--- src/rtl/id_ex_hazard_stage_pkg.sv ---
// Shared opcode, ALU-op and control-bundle definitions for the ID/EX stage.
// The helper functions say which source registers an opcode actually reads.
package id_ex_hazard_stage_pkg;

    localparam logic [6:0] OP_R      = 7'b0110011;
    localparam logic [6:0] OP_I      = 7'b0010011;
    localparam logic [6:0] OP_LOAD   = 7'b0000011;
    localparam logic [6:0] OP_STORE  = 7'b0100011;
    localparam logic [6:0] OP_BRANCH = 7'b1100011;
    localparam logic [6:0] OP_LUI    = 7'b0110111;
    localparam logic [6:0] OP_AUIPC  = 7'b0010111;
    localparam logic [6:0] OP_JAL    = 7'b1101111;

    localparam logic [1:0] ALUOP_ADD    = 2'b00;
    localparam logic [1:0] ALUOP_BRANCH = 2'b01;
    localparam logic [1:0] ALUOP_FUNCT  = 2'b10;

    typedef struct packed {
        logic       reg_write;
        logic       memto_reg;
        logic       mem_read;
        logic       mem_write;
        logic       alu_src;
        logic       branch;
        logic [1:0] alu_op;
    } ctrl_t;

    localparam ctrl_t CTRL_BUBBLE = '{
        reg_write: 1'b0,
        memto_reg: 1'b0,
        mem_read:  1'b0,
        mem_write: 1'b0,
        alu_src:   1'b0,
        branch:    1'b0,
        alu_op:    ALUOP_ADD
    };

    function automatic logic rs1_used(input logic [6:0] op);
        return !(op == OP_LUI || op == OP_AUIPC || op == OP_JAL);
    endfunction

    function automatic logic rs2_used(input logic [6:0] op);
        return (op == OP_R || op == OP_STORE || op == OP_BRANCH);
    endfunction

endpackage

--- src/rtl/id_ex_hazard_stage_hazard_detect_unit.sv ---
// Load-use hazard detection between the load in EX and the instruction in ID.
// A taken branch overrides the stall because the ID instruction is being flushed.
module hazard_detect_unit
    import id_ex_hazard_stage_pkg::*;
(
    input  logic       mem_read_ex_i,
    input  logic       valid_ex_i,
    input  logic [4:0] rd_ex_i,
    input  logic [4:0] rs1_id_i,
    input  logic [4:0] rs2_id_i,
    input  logic [6:0] opcode_id_i,
    input  logic       pcsrc_i,
    output logic       stall_o,
    output logic       pc_write_o,
    output logic       if_id_write_o
);

    logic rs1_hit;
    logic rs2_hit;
    logic hazard;

    assign rs1_hit = rs1_used(opcode_id_i) && (rd_ex_i == rs1_id_i);
    assign rs2_hit = rs2_used(opcode_id_i) && (rd_ex_i == rs2_id_i);

    assign hazard = mem_read_ex_i && valid_ex_i && (rd_ex_i != 5'd0)
                 && (rs1_hit || rs2_hit);

    assign stall_o       = hazard && !pcsrc_i;
    assign pc_write_o    = !stall_o;
    assign if_id_write_o = !stall_o;

endmodule

--- src/rtl/id_ex_hazard_stage.sv ---
// ID/EX pipeline register with load-use stall, flush bubbles, WB bypass
// and saturating stall/flush counters.
module id_ex_hazard_stage
    import id_ex_hazard_stage_pkg::*;
#(
    parameter int XLEN      = 32,
    parameter bit WB_BYPASS = 1'b1,
    parameter int CNT_W     = 16
) (
    input  logic             clk,
    input  logic             reset,
    input  logic [XLEN-1:0]  PC_ID,
    input  logic [XLEN-1:0]  REG_DATA1_ID,
    input  logic [XLEN-1:0]  REG_DATA2_ID,
    input  logic [XLEN-1:0]  IMM_ID,
    input  logic [2:0]       FUNCT3_ID,
    input  logic [6:0]       FUNCT7_ID,
    input  logic [6:0]       OPCODE,
    input  logic [4:0]       RD_ID,
    input  logic [4:0]       RS1_ID,
    input  logic [4:0]       RS2_ID,
    input  logic             RegWrite_ID,
    input  logic             MemtoReg_ID,
    input  logic             MemRead_ID,
    input  logic             MemWrite_ID,
    input  logic             ALUSrc_ID,
    input  logic             Branch_ID,
    input  logic [1:0]       ALUop_ID,
    input  logic             PCSrc,
    input  logic             RegWrite_WB,
    input  logic [4:0]       RD_WB,
    input  logic [XLEN-1:0]  ALU_DATA_WB,
    output logic             PC_write,
    output logic             IF_ID_write,
    output logic [XLEN-1:0]  PC_EX,
    output logic [XLEN-1:0]  REG_DATA1_EX,
    output logic [XLEN-1:0]  REG_DATA2_EX,
    output logic [XLEN-1:0]  IMM_EX,
    output logic [2:0]       FUNCT3_EX,
    output logic [6:0]       FUNCT7_EX,
    output logic [6:0]       OPCODE_EX,
    output logic [4:0]       RD_EX,
    output logic [4:0]       RS1_EX,
    output logic [4:0]       RS2_EX,
    output logic             RegWrite_EX,
    output logic             MemtoReg_EX,
    output logic             MemRead_EX,
    output logic             MemWrite_EX,
    output logic             ALUSrc_EX,
    output logic             Branch_EX,
    output logic [1:0]       ALUop_EX,
    output logic             VALID_EX,
    output logic [CNT_W-1:0] STALL_CNT,
    output logic [CNT_W-1:0] FLUSH_CNT
);

    logic [XLEN-1:0]  pc_q, rd1_q, rd2_q, imm_q;
    logic [XLEN-1:0]  rd1_d, rd2_d;
    logic [2:0]       f3_q;
    logic [6:0]       f7_q, op_q;
    logic [4:0]       rd_q, rs1_q, rs2_q;
    ctrl_t            ctrl_q, ctrl_id;
    logic             valid_q;
    logic [CNT_W-1:0] stall_cnt_q, flush_cnt_q;
    logic             stall;
    logic             fwd1, fwd2;

    hazard_detect_unit u_hdu (
        .mem_read_ex_i (ctrl_q.mem_read),
        .valid_ex_i    (valid_q),
        .rd_ex_i       (rd_q),
        .rs1_id_i      (RS1_ID),
        .rs2_id_i      (RS2_ID),
        .opcode_id_i   (OPCODE),
        .pcsrc_i       (PCSrc),
        .stall_o       (stall),
        .pc_write_o    (PC_write),
        .if_id_write_o (IF_ID_write)
    );

    assign ctrl_id = '{
        reg_write: RegWrite_ID,
        memto_reg: MemtoReg_ID,
        mem_read:  MemRead_ID,
        mem_write: MemWrite_ID,
        alu_src:   ALUSrc_ID,
        branch:    Branch_ID,
        alu_op:    ALUop_ID
    };

    // The register file is read before WB writes it, so same-cycle WB data wins.
    assign fwd1 = WB_BYPASS && RegWrite_WB && (RD_WB != 5'd0)
               && (RD_WB == RS1_ID);
    assign fwd2 = WB_BYPASS && RegWrite_WB && (RD_WB != 5'd0)
               && (RD_WB == RS2_ID);

    assign rd1_d = fwd1 ? ALU_DATA_WB : REG_DATA1_ID;
    assign rd2_d = fwd2 ? ALU_DATA_WB : REG_DATA2_ID;

    always_ff @(posedge clk or negedge reset) begin
        if (!reset) begin
            pc_q        <= '0;
            rd1_q       <= '0;
            rd2_q       <= '0;
            imm_q       <= '0;
            f3_q        <= '0;
            f7_q        <= '0;
            op_q        <= '0;
            rd_q        <= '0;
            rs1_q       <= '0;
            rs2_q       <= '0;
            ctrl_q      <= CTRL_BUBBLE;
            valid_q     <= 1'b0;
            stall_cnt_q <= '0;
            flush_cnt_q <= '0;
        end else begin
            pc_q  <= PC_ID;
            rd1_q <= rd1_d;
            rd2_q <= rd2_d;
            imm_q <= IMM_ID;
            f3_q  <= FUNCT3_ID;
            f7_q  <= FUNCT7_ID;
            op_q  <= OPCODE;
            rd_q  <= RD_ID;
            rs1_q <= RS1_ID;
            rs2_q <= RS2_ID;
            if (PCSrc) begin
                ctrl_q  <= CTRL_BUBBLE;
                valid_q <= 1'b0;
                if (flush_cnt_q != '1)
                    flush_cnt_q <= flush_cnt_q + CNT_W'(1);
            end else if (stall) begin
                ctrl_q  <= CTRL_BUBBLE;
                valid_q <= 1'b0;
                if (stall_cnt_q != '1)
                    stall_cnt_q <= stall_cnt_q + CNT_W'(1);
            end else begin
                ctrl_q  <= ctrl_id;
                valid_q <= 1'b1;
            end
        end
    end

    assign PC_EX        = pc_q;
    assign REG_DATA1_EX = rd1_q;
    assign REG_DATA2_EX = rd2_q;
    assign IMM_EX       = imm_q;
    assign FUNCT3_EX    = f3_q;
    assign FUNCT7_EX    = f7_q;
    assign OPCODE_EX    = op_q;
    assign RD_EX        = rd_q;
    assign RS1_EX       = rs1_q;
    assign RS2_EX       = rs2_q;
    assign RegWrite_EX  = ctrl_q.reg_write;
    assign MemtoReg_EX  = ctrl_q.memto_reg;
    assign MemRead_EX   = ctrl_q.mem_read;
    assign MemWrite_EX  = ctrl_q.mem_write;
    assign ALUSrc_EX    = ctrl_q.alu_src;
    assign Branch_EX    = ctrl_q.branch;
    assign ALUop_EX     = ctrl_q.alu_op;
    assign VALID_EX     = valid_q;
    assign STALL_CNT    = stall_cnt_q;
    assign FLUSH_CNT    = flush_cnt_q;

endmodule
--- config.mk ---
export PLATFORM = sky130hd
export DESIGN_NAME = id_ex_hazard_stage
export DESIGN_NICKNAME = d
export VERILOG_FILES = /design/src/rtl/id_ex_hazard_stage_pkg.sv /design/src/rtl/id_ex_hazard_stage_hazard_detect_unit.sv /design/src/rtl/id_ex_hazard_stage.sv
export SDC_FILE = /design/constraint.sdc
export NUM_CORES = 1
export LEC_CHECK = 0
export ABC_AREA = 0
export BUFFER_PORTS_ARGS = -buffer_cell sky130_fd_sc_hd__buf_2
export CAP_MARGIN = 20
export CORE_AREA = 2 2 159 161
export CTS_BUF_LIST = sky130_fd_sc_hd__clkbuf_16
export CTS_CLUSTER_DIAMETER = 150
export CTS_CLUSTER_SIZE = 8
export DETAILED_ROUTE_END_ITERATION = 8
export DIE_AREA = 0 0 161 163
export PLACE_DENSITY = 0.53
export SLEW_MARGIN = 20
export SYNTH_ARGS = -nofsm -noshare
export SYNTH_HDL_FRONTEND = slang
export SYNTH_SLANG_ARGS = --single-unit
--- constraint.sdc ---
create_clock -name clk -period 2.65 [get_ports clk]
set_input_delay 0.265 -clock clk [delete_from_list [all_inputs] [get_ports clk]]
set_output_delay 0.265 -clock clk [all_outputs]
set_load 0.01 [all_outputs]
==> summary.txt, run 1 <==
outcome = finished clean
H-tree lvl count = 1
global-route met1 utilization = 19.6%
Post-DP Area = 9430 µm²
gr busiest metal = met2
syn nets = 645
mean post-synth cell area = 15.9 µm²
leading area contributor after synthesis = dfrtp_1
critical path cell sequence = or4_1 > o211ai_1 > a31o_2 > a21oi_4 > nand2b_1 > buf_2
Port Buffers = 411
clk_skew = 10.4 ps
Yosys warnings = 0
asr flop ratio synth = 100%
WS Path Type = flop to primary output
vias in the first global route = 6484
Routed WL = 23900 µm
share of post-route cells with drive strength above 1 = 47.2%
Die Width = 161 µm
Worst path max stage delay = 560 ps
CTS Root Cell = clkbuf_16
Top FF cell, synth = dfrtp_1
Worst setup SP type = flop
Largest delay share family, worst path = simple AND/OR/NAND/NOR gates
Die ar. = 26200 µm²
top post-synthesis cells by area = dfrtp_1 (73%), mux2_2 (10%), xnor2_1 (4.6%), xor2_1 (1.5%), nand3_1 (1.3%)
DRC = 0
core area = 24700 µm²
WL/cell = 16.5 µm
routability cong. = 0.820
Site Rows = 58
setup TNS = 0 ps
met3 Use GR = 4.07%
register area share after synthesis = 73.0%
clock-pin slew of the registers on the worst-case setup and hold paths = 50 ps
Worst EP required = 2380 ps
antenna-violating nets left = 0
Post-Syn Area = 6890 µm²
Max VDD drop = 407 µV
sw power = 1.83 mW
Post-synth EDFFs = 0
first-pass GRT wire length = 35400 µm
Worst setup startpoint = RD_EX[2]$_DFF_PN0_
Buf/Inv on CP = 1
Die Height = 163 µm
final hold viol count = 0
Worst path slowest cell = or4_1
clock power share = 41.7%
HPWL Detailed = 16400 µm
largest net degree at the start of global routing = 78
final period utilization = 94.0%
Comb power frac = 14.0%
CP Max Fanout = 9
CTS Buffer Depth = 3
DR vias = 6026
P&R area growth vs syn = 82.1%
top post-synthesis cells by count = dfrtp_1 (201), mux2_2 (61), xnor2_1 (36)
initial antenna violation count = 1
Leakage = 6.05 nW
# setup viols final = 0
fin nets = 1321
most numerous cell in the Yosys netlist = dfrtp_1
IO Pins = 412
Tmin final = 2490 ps
design area = 12500 µm²
HP Class = input port to flop
Max-Slew Margin vs Limit = 56.3%
f_max = 402 MHz
overall routing resource usage = 17.3%
Netlist cell types = 36
clk_lat worst skew = 540 ps
Power Internal = 5.78 mW
met2 Resource Use GR = 31.8%
PD cells = 607 nW/µm²
Yosys reg bits = 201
Maximum Capacitance Violations = 0
RSZ-0062 raised after global routing = false
Initial Util = 27.9%
DR pass1 iterations = 4
part of the power in registers = 44.3%
Least-Margin Pin Slew = 656 ps
share of the synthesized area in the top cell type = 73.0%
Critical Path End Type = primary output
Slew Viols, Final = 0
TritonCTS Sinks = 201
CTS tree = yes
Vias/cell = 4.18
first-iteration detailed-routing DRC count = 299
grt total ovfl = 0
CP Data Arrival Time = 2230 ps
Worst R2R Start = RD_EX[2]$_DFF_PN0_
Mapped Cells = 434
total CTS buffers = 29
switch share = 24.1%
Hold Path Origin = PCSrc
stage by stage:
step | total power [mW] | util [%] | hold slack, ps | std cells | setup WS (ps)
final | 7.61 | 50.9 | 151 | 1442 | 159
after global routing | 7.97 | 50.9 | 173 | 1442 | 39.8
after CTS | 7.74 | 50.8 | 117 | 1439 | 7.30
after detailed placement | 4.20 | 38.2 | 358 | 1174 | 439
after global placement | 4.19 | 38.2 | 354 | 1174 | 483
after floorplan | 3.69 | - | -30.6 | 434 | 534
cell usage in the layout, fill, tap and decap left out, types with 2 or more instances in the layout:
| master | instances |
|---|---|
| buf_2 | 410 |
| dlygate4sd3_1 | 233 |
| dfrtp_1 | 201 |
| mux2_2 | 61 |
| xnor2_1 | 36 |
| clkbuf_16 | 29 |
| nand2_1 | 19 |
| nand3_1 | 18 |
| xor2_1 | 12 |
| nor2_1 | 10 |
| nand4_1 | 8 |
| and2_1 | 8 |
| nor3_1 | 6 |
| mux2_1 | 5 |
| inv_1 | 5 |
| nand3_2 | 5 |
| buf_4 | 5 |
| nor4_1 | 4 |
| and3_1 | 4 |
| buf_12 | 3 |
| a21oi_1 | 2 |
| nand2b_1 | 2 |
| or4_1 | 2 |
| nor4_4 | 2 |
| or3_1 | 2 |
| and4_1 | 2 |
| ha_1 | 2 |
| buf_6 | 2 |
cell families after synthesis:
group           Yosys count  share of synthesized area [%]
mux                      66                           10.8
compound gates            9                           1.04
xor+xnor                 48                           6.10
flops                   201                           73.0
buf+inv                  13                          0.981
fa+ha+maj                 2                          0.363
simple gates             95                           7.74
layer usage:
layer / up-vias / wire length (µm)
li1: 2814 / -
met1: 2918 / 8960
met2: 245 / 12600
met3: 49 / 1670
met4: 0 / 631
met5: - / 0
repair_timing:
| action | in CTS | in global routing |
|---|---|---|
| hold endpoints to repair | 241 | 0 |
| endpoints found under the setup margin | 0 | 5 |
| hold buffers | 233 | 0 |
| buffers inserted | 0 | 2 |
| gates resized for setup | 0 | 2 |
layout make-up:
| cell class | instances | area, µm² |
|---|---|---|
| Antenna cell | 1 | 2.50 |
| Tap cell | 330 | 413 |
| Inverter | 4 | 15.0 |
| Fill cell | 2143 | 12100 |
| Clock buffer | 29 | 726 |
| Sequential cell | 201 | 5030 |
| Clock inverter | 3 | 32.5 |
| Timing Repair Buffer | 654 | 4520 |
| Multi-Input combinational cell | 220 | 1810 |
worst paths after layout:
kind	end	depth (start not counted)	slack, ps
max in group asynchronous	REG_DATA1_EX[5]$_DFF_PN0_	3	1610
setup reg to reg	STALL_CNT[1]$_DFFE_PN0P_	7	540
setup / recovery	IF_ID_write	6	160
hold / removal	VALID_EX$_DFF_PN0_	2	150
hold reg to reg	STALL_CNT[13]$_DFFE_PN0P_	1	480
min in group asynchronous	PC_EX[16]$_DFF_PN0_	2	340
registers in the layout, summed over array words and instances, names as in the netlist, 2 cells and up:
register	cells
RS2_EX	5
REG_DATA2_EX	32
IMM_EX	32
PC_EX	32
STALL_CNT	16
REG_DATA1_EX	32
FLUSH_CNT	16
RS1_EX	5
FUNCT7_EX	7
FUNCT3_EX	3
OPCODE_EX	7
ALUop_EX	2
RD_EX	5
power groups by stage:
stage / registers, mW / logic [mW] / clock network (mW)
3_3_place_gp: 3.41 / 0.780 / 0
2_1_floorplan: 3.51 / 0.177 / 0
3_5_place_dp: 3.41 / 0.786 / 0
5_1_grt: 3.39 / 1.15 / 3.43
6_report: 3.37 / 1.06 / 3.18
4_1_cts: 3.37 / 1.07 / 3.30
(Power assumes the default switching activity.)
==> run 2: changes to the inputs <==
- GPL_TIMING_DRIVEN: unset -> 0
==> run 2 against run 1 <==
  * Via count fell by 1.7%
  * Non-clock buffer count fell by 26
  * Sequential power barely moved
  * Combinational power fell by 4%
  * Critical endpoint is now PC_write
==> summary.txt, run 2 (synthesis gave the netlist of run 1 again) <==
Maximum Capacitance Violations = 0 (unchanged)
commonest non-fill, non-tap cells in the layout = buf_2 (414), dlygate4sd3_1 (204), dfrtp_1 (199) (was buf_2 (410), dlygate4sd3_1 (233), dfrtp_1 (201))
global-route met1 utilization = 19.6% (about the same)
grt total ovfl = 0 (unchanged)
total power = 7.56 mW (was 7.61 mW)
design area = 12300 µm² (was 12500 µm²)
f_max = 396 MHz (was 402 MHz)
clock power share = 41.9% (was 41.7%)
Max VDD drop = 527 µV (was 407 µV)
Die ar. = 26200 µm² (unchanged)
WL/cell = 16.8 µm (was 16.5 µm)
RSZ-0062 raised after global routing = false (unchanged)
n_diodes = 0 (was 1)
Leakage = 5.94 nW (was 6.05 nW)
antenna-violating nets left = 0 (unchanged)
DR vias = 5924 (was 6026)
Worst setup SP type = flop (unchanged)
CTS Buffer Depth = 3 (unchanged)
Buf/Inv on CP = 2 (was 1)
Port Buffers = 410 (was 411)
reg2reg setup slack = 330 ps (was 540 ps)
CP Data Arrival Time = 2260 ps (was 2230 ps)
Largest delay share family, worst path = simple AND/OR/NAND/NOR gates (unchanged)
clk_lat worst skew = 540 ps (about the same)
Die Width = 161 µm (unchanged)
Max-Slew Margin vs Limit = 43.5% (was 56.3%)
core area = 24700 µm² (unchanged)
DRC = 0 (unchanged)
switch share = 24.1% (about the same)
worst reg-to-reg path cell count = 7 (unchanged)
Initial Util = 27.9% (unchanged)
Power Internal = 5.74 mW (was 5.78 mW)
CP Max Fanout = 4 (was 9)
HP Class = input port to asynchronous set/reset pin (was input port to flop)
Worst path slowest cell = or4_4 (was or4_1)
Hold Slack = 250 ps (was 151 ps)
Worst setup startpoint = RD_EX[2]$_DFF_PN0_ (unchanged)
Critical Path End Type = primary output (unchanged)
final hold viol count = 0 (unchanged)
Slew Viols, Final = 0 (unchanged)
HPWL Detailed = 16200 µm (was 16400 µm)
gr busiest metal = met2 (unchanged)
clock-pin slew of the registers on the worst-case setup and hold paths = 50 ps (about the same)
PD cells = 617 nW/µm² (was 607 nW/µm²)
part of the power in registers = 44.6% (was 44.3%)
Layout Cells excl Fill = 1415 (was 1442)
Post-Place Cells = 1176 (was 1174)
reg-to-reg endpoint = STALL_CNT[1]$_DFFE_PN0P_ (unchanged)
critical path cell sequence = or4_4 > o211ai_1 > a31o_2 > a21oi_4 > nand2b_1 > buf_4 > buf_2 (was or4_1 > o211ai_1 > a31o_2 > a21oi_4 > nand2b_1 > buf_2)
Vias/cell = 4.19 (was 4.18)
outcome = finished clean (unchanged)
fin nets = 1295 (was 1321)
first-iteration detailed-routing DRC count = 221 (was 299)
final period utilization = 95.2% (was 94.0%)
IO Pins = 412 (unchanged)
total CTS buffers = 29 (unchanged)
vias in the first global route = 6412 (was 6484)
Post-DP Area = 9420 µm² (was 9430 µm²)
Routed WL = 23700 µm (was 23900 µm)
first-pass GRT wire length = 35300 µm (was 35400 µm)
CTS tree = yes (unchanged)
Least-Margin Pin Slew = 844 ps (was 656 ps)
clk_skew = 9.37 ps (was 10.4 ps)
Worst path max stage delay = 530 ps (was 560 ps)
# setup viols final = 0 (unchanged)
sw power = 1.82 mW (was 1.83 mW)
Worst R2R Start = STALL_CNT[0]$_DFFE_PN0P_ (was RD_EX[2]$_DFF_PN0_)
WS Path Type = flop to primary output (unchanged)
Site Rows = 58 (unchanged)
met2 Resource Use GR = 31.0% (was 31.8%)
routability cong. = 0.775 (was 0.820)
most common cell after layout, fill and taps aside = buf_2 (unchanged)
Die Height = 163 µm (unchanged)
TritonCTS Sinks = 201 (unchanged)
Tmin final = 2520 ps (was 2490 ps)
H-tree lvl count = 1 (unchanged)
Comb power frac = 13.5% (was 14.0%)
initial antenna violation count = 1 (unchanged)
met3 Use GR = 4.86% (was 4.07%)
P&R area growth vs syn = 77.9% (was 82.1%)
overall routing resource usage = 17.2% (was 17.3%)
share of post-route cells with drive strength above 1 = 48.8% (was 47.2%)
CTS Root Cell = clkbuf_16 (unchanged)
largest net degree at the start of global routing = 82 (was 78)
Worst EP required = 2380 ps (about the same)
DR pass1 iterations = 4 (unchanged)
[run 2: cell count changes in the layout (fill, tap and decap cells not counted), sizes merged]
| cell | delta |
|---|---|
| dlygate4sd3 | -29 |
| buf | +2 |
| clkbuf | +1 |
| diode | -1 |
[run 2: per-layer routing]
metal | up-vias | wire length [µm]
li1 | 2769 | -
met1 | 2841 | 8990
met2 | 259 | 12200
met3 | 53 | 1820
met4 | 2 | 682
met5 | - | 11
[run 2: power by group through the flow]
stage | combinational (mW) | sequential, mW | clock, mW
CTS | 1.02 | 3.37 | 3.28
detailed placement | 0.777 | 3.42 | 0
global route | 1.11 | 3.39 | 3.41
floorplan | 0.177 | 3.51 | 0
global placement | 0.761 | 3.41 | 0
finish | 1.02 | 3.37 | 3.17
[run 2: final cells by class]
cell class,count,area [µm²]
fillers,2157,12400
repair buffers,619,4180
flip-flops and latches,201,5030
clock buffers,29,726
well taps,330,413
multi-input cells,220,1810
plain buffers,9,55.1
clock inverters,3,32.5
inverters,4,15.0
[run 2: how the worst max path moves through the flow]
stage,endpoint,slack [ps],depth (start not counted)
floorplan,STALL_CNT[1]$_DFFE_PN0P_,530,7
global placement,REG_DATA1_EX[10]$_DFF_PN0_,-2200,1
detailed placement,PC_write,170,8
CTS,PC_write,10,7
global route,PC_write,10,7
finish,PC_write,130,7
[run 2: stage by stage]
stage / setup TNS [ps] / setup slack, ps / utilization (%)
2_1_floorplan: 0 / 534 / -
3_3_place_gp: -438380 / -2200 / 37.9
3_5_place_dp: 0 / 166 / 38.2
4_1_cts: 0 / 11.8 / 49.6
5_1_grt: 0 / 12.3 / 49.7
6_report: 0 / 127 / 49.7
[run 2: what timing repair did]
action / CTS / global route
setup buffers: 1 / 2
hold buffers: 204 / 0
pin swaps: 1 / 2
resized for setup: 1 / 4
endpoints found under the setup margin: 2 / 2
gates cloned: 0 / 0
hold endpoints to repair: 226 / 0
==> run 3: changes to the inputs <==
- CTS_BUF_LIST: sky130_fd_sc_hd__clkbuf_16 -> sky130_fd_sc_hd__clkbuf_8 sky130_fd_sc_hd__clkbuf_16
- CTS_CLUSTER_SIZE: 8 -> 28
==> run 3 against run 2 <==
  * Final cell count is 6.5% lower
  * Critical path type unchanged
  * Die area did not move
  * Cell area decreased by 9.7%
  * Core utilization decreased by 4.8 points
  * Critical path depth is the same
  * Maximum frequency hardly changed
  * Largest power group unchanged
  * Sequential power is essentially flat
  * Power fell by 20%
  * Clock power fell by 44%
  * Clock skew increased by 17 ps
  * Register-to-register slack got worse by 20 ps
==> summary.txt, run 3 (synthesis gave the netlist of run 1 again) <==
sw power = 1.54 mW (was 1.82 mW)
switch share = 25.5% (was 24.1%)
grt total ovfl = 0 (unchanged)
clock power share = 29.3% (was 41.9%)
IO Pins = 412 (unchanged)
Max VDD drop = 343 µV (was 527 µV)
share of post-route cells with drive strength above 1 = 50.9% (was 48.8%)
TritonCTS Sinks = 201 (unchanged)
core area = 24700 µm² (unchanged)
first-pass GRT wire length = 32300 µm (was 35300 µm)
outcome = finished clean (unchanged)
overall routing resource usage = 15.8% (was 17.2%)
Power Internal = 4.52 mW (was 5.74 mW)
RSZ-0062 raised after global routing = false (unchanged)
Die Height = 163 µm (unchanged)
Comb power frac = 15.2% (was 13.5%)
part of the power in registers = 55.5% (was 44.6%)
HPWL Detailed = 16200 µm (unchanged)
clk_skew = 26.1 ps (was 9.37 ps)
Layout Cells excl Fill = 1323 (was 1415)
CTS Root Cell = clkbuf_16 (unchanged)
setup TNS = 0 ps (unchanged)
Port Buffers = 410 (unchanged)
PD cells = 547 nW/µm² (was 617 nW/µm²)
DRC = 0 (unchanged)
Tmin final = 2520 ps (about the same)
final core utilization = 44.9% (was 49.7%)
final hold viol count = 0 (unchanged)
Site Rows = 58 (unchanged)
Max-Slew Margin vs Limit = 42.6% (was 43.5%)
WL/cell = 16.6 µm (was 16.8 µm)
Maximum Capacitance Violations = 0 (unchanged)
CP Max Fanout = 4 (unchanged)
final period utilization = 95.1% (was 95.2%)
total power = 6.06 mW (was 7.56 mW)
DR pass1 iterations = 4 (unchanged)
Leakage = 5.40 nW (was 5.94 nW)
Post-Place Cells = 1176 (unchanged)
initial antenna violation count = 1 (unchanged)
clk_lat worst skew = 460 ps (was 540 ps)
clock-pin slew of the registers on the worst-case setup and hold paths = 110 ps (was 50 ps)
Vias/cell = 4.13 (was 4.19)
fin nets = 1205 (was 1295)
commonest non-fill, non-tap cells in the layout = buf_2 (415), dfrtp_1 (201), dlygate4sd3_1 (134) (was buf_2 (414), dlygate4sd3_1 (204), dfrtp_1 (199))
Die Width = 161 µm (unchanged)
CTS Buffer Depth = 3 (unchanged)
Routed WL = 21900 µm (was 23700 µm)
routability cong. = 0.775 (unchanged)
# setup viols final = 0 (unchanged)
largest net degree at the start of global routing = 82 (unchanged)
P&R area growth vs syn = 60.7% (was 77.9%)
Critical Path End Type = primary output (unchanged)
Slew Viols, Final = 0 (unchanged)
most common cell after layout, fill and taps aside = buf_2 (unchanged)
DR vias = 5467 (was 5924)
antenna-violating nets left = 0 (unchanged)
Least-Margin Pin Slew = 858 ps (was 844 ps)
Worst setup SP type = flop (unchanged)
CP Data Arrival Time = 2260 ps (about the same)
HP Class = input port to flop (was input port to asynchronous set/reset pin)
f_max = 397 MHz (was 396 MHz)
H-tree lvl count = 1 (unchanged)
Die ar. = 26200 µm² (unchanged)
total CTS buffers = 11 (was 29)
n_diodes = 0 (unchanged)
Initial Util = 27.9% (unchanged)
vias in the first global route = 5705 (was 6412)
WS Path Type = flop to primary output (unchanged)
CTS tree = yes (unchanged)
Fill cells = 2302 (was 2157)
Worst EP required = 2380 ps (about the same)
first-iteration detailed-routing DRC count = 150 (was 221)
[run 3: worst max-delay path, cell delays in order, from the launching register on]
cell and delay [ps]:
dfrtp_1 480, or4_1 560, o211ai_1 210, a31o_2 170, a21oi_4 50, nand2b_1 100, buf_4 110, buf_2 110
[run 3: worst paths after layout]
| kind | endpoint | slack, ps | cells after the start | startpoint |
|---|---|---|---|---|
| min reg2reg | STALL_CNT[13]$_DFFE_PN0P_ | 500 | 1 | STALL_CNT[13]$_DFFE_PN0P_ |
| max reg2reg | MemRead_EX$_DFF_PN0_ | 310 | 7 | RD_EX[2]$_DFF_PN0_ |
| max in group asynchronous | REG_DATA2_EX[8]$_DFF_PN0_ | 1230 | 4 | reset |
| min in group asynchronous | IMM_EX[13]$_DFF_PN0_ | 300 | 2 | reset |
| max | PC_write | 130 | 7 | RD_EX[2]$_DFF_PN0_ |
| min | REG_DATA2_EX[0]$_DFF_PN0_ | 20 | 2 | REG_DATA2_ID[0] |
[run 3: metrics by stage]
stage               setup WS (ps)  hold slack, ps  instance area [µm²]
floorplan                     534           -30.6                 6890
global placement            -2200             373                 9360
detailed placement            166             224                 9420
CTS                          26.8           0.416                11100
global route                 2.31            1.23                11100
finish                        129            23.6                11100
[run 3: metal layers]
layer	GRT usage [%]	share of wire [%]	wire length [µm]
met5	0	0.064	14
met4	4.42	2.4	518
met3	3.82	6.8	1490
met2	28.3	51	11200
met1	19.0	39	8660
[run 3: repair_timing]
action | 4_1_cts | 5_1_grt
hold buffers | 134 | 0
endpoints found under the hold margin | 190 | 0
setup endpoints to repair | 2 | 0
setup buffers | 1 | 0
gates resized for setup | 0 | 0
[run 3: cell type report]
type	count	area [µm²]	area share (%)
Buffer	9	52.6	0.475
Clock buffer	11	275	2.49
Clock inverter	1	30.0	0.271
Inverter	4	15.0	0.136
Multi-Input combinational cell	220	1790	16.2
Sequential cell	201	5030	45.4
Tap cell	330	413	3.73
Timing Repair Buffer	547	3470	31.3
[run 3: power by group through the flow]
stage / Clock [mW] / Combinational, mW / Sequential, mW
finish: 1.78 / 0.923 / 3.36
global route: 1.97 / 1.01 / 3.38
CTS: 1.88 / 0.938 / 3.36
detailed placement: 0 / 0.777 / 3.42
global placement: 0 / 0.761 / 3.41
floorplan: 0 / 0.177 / 3.51
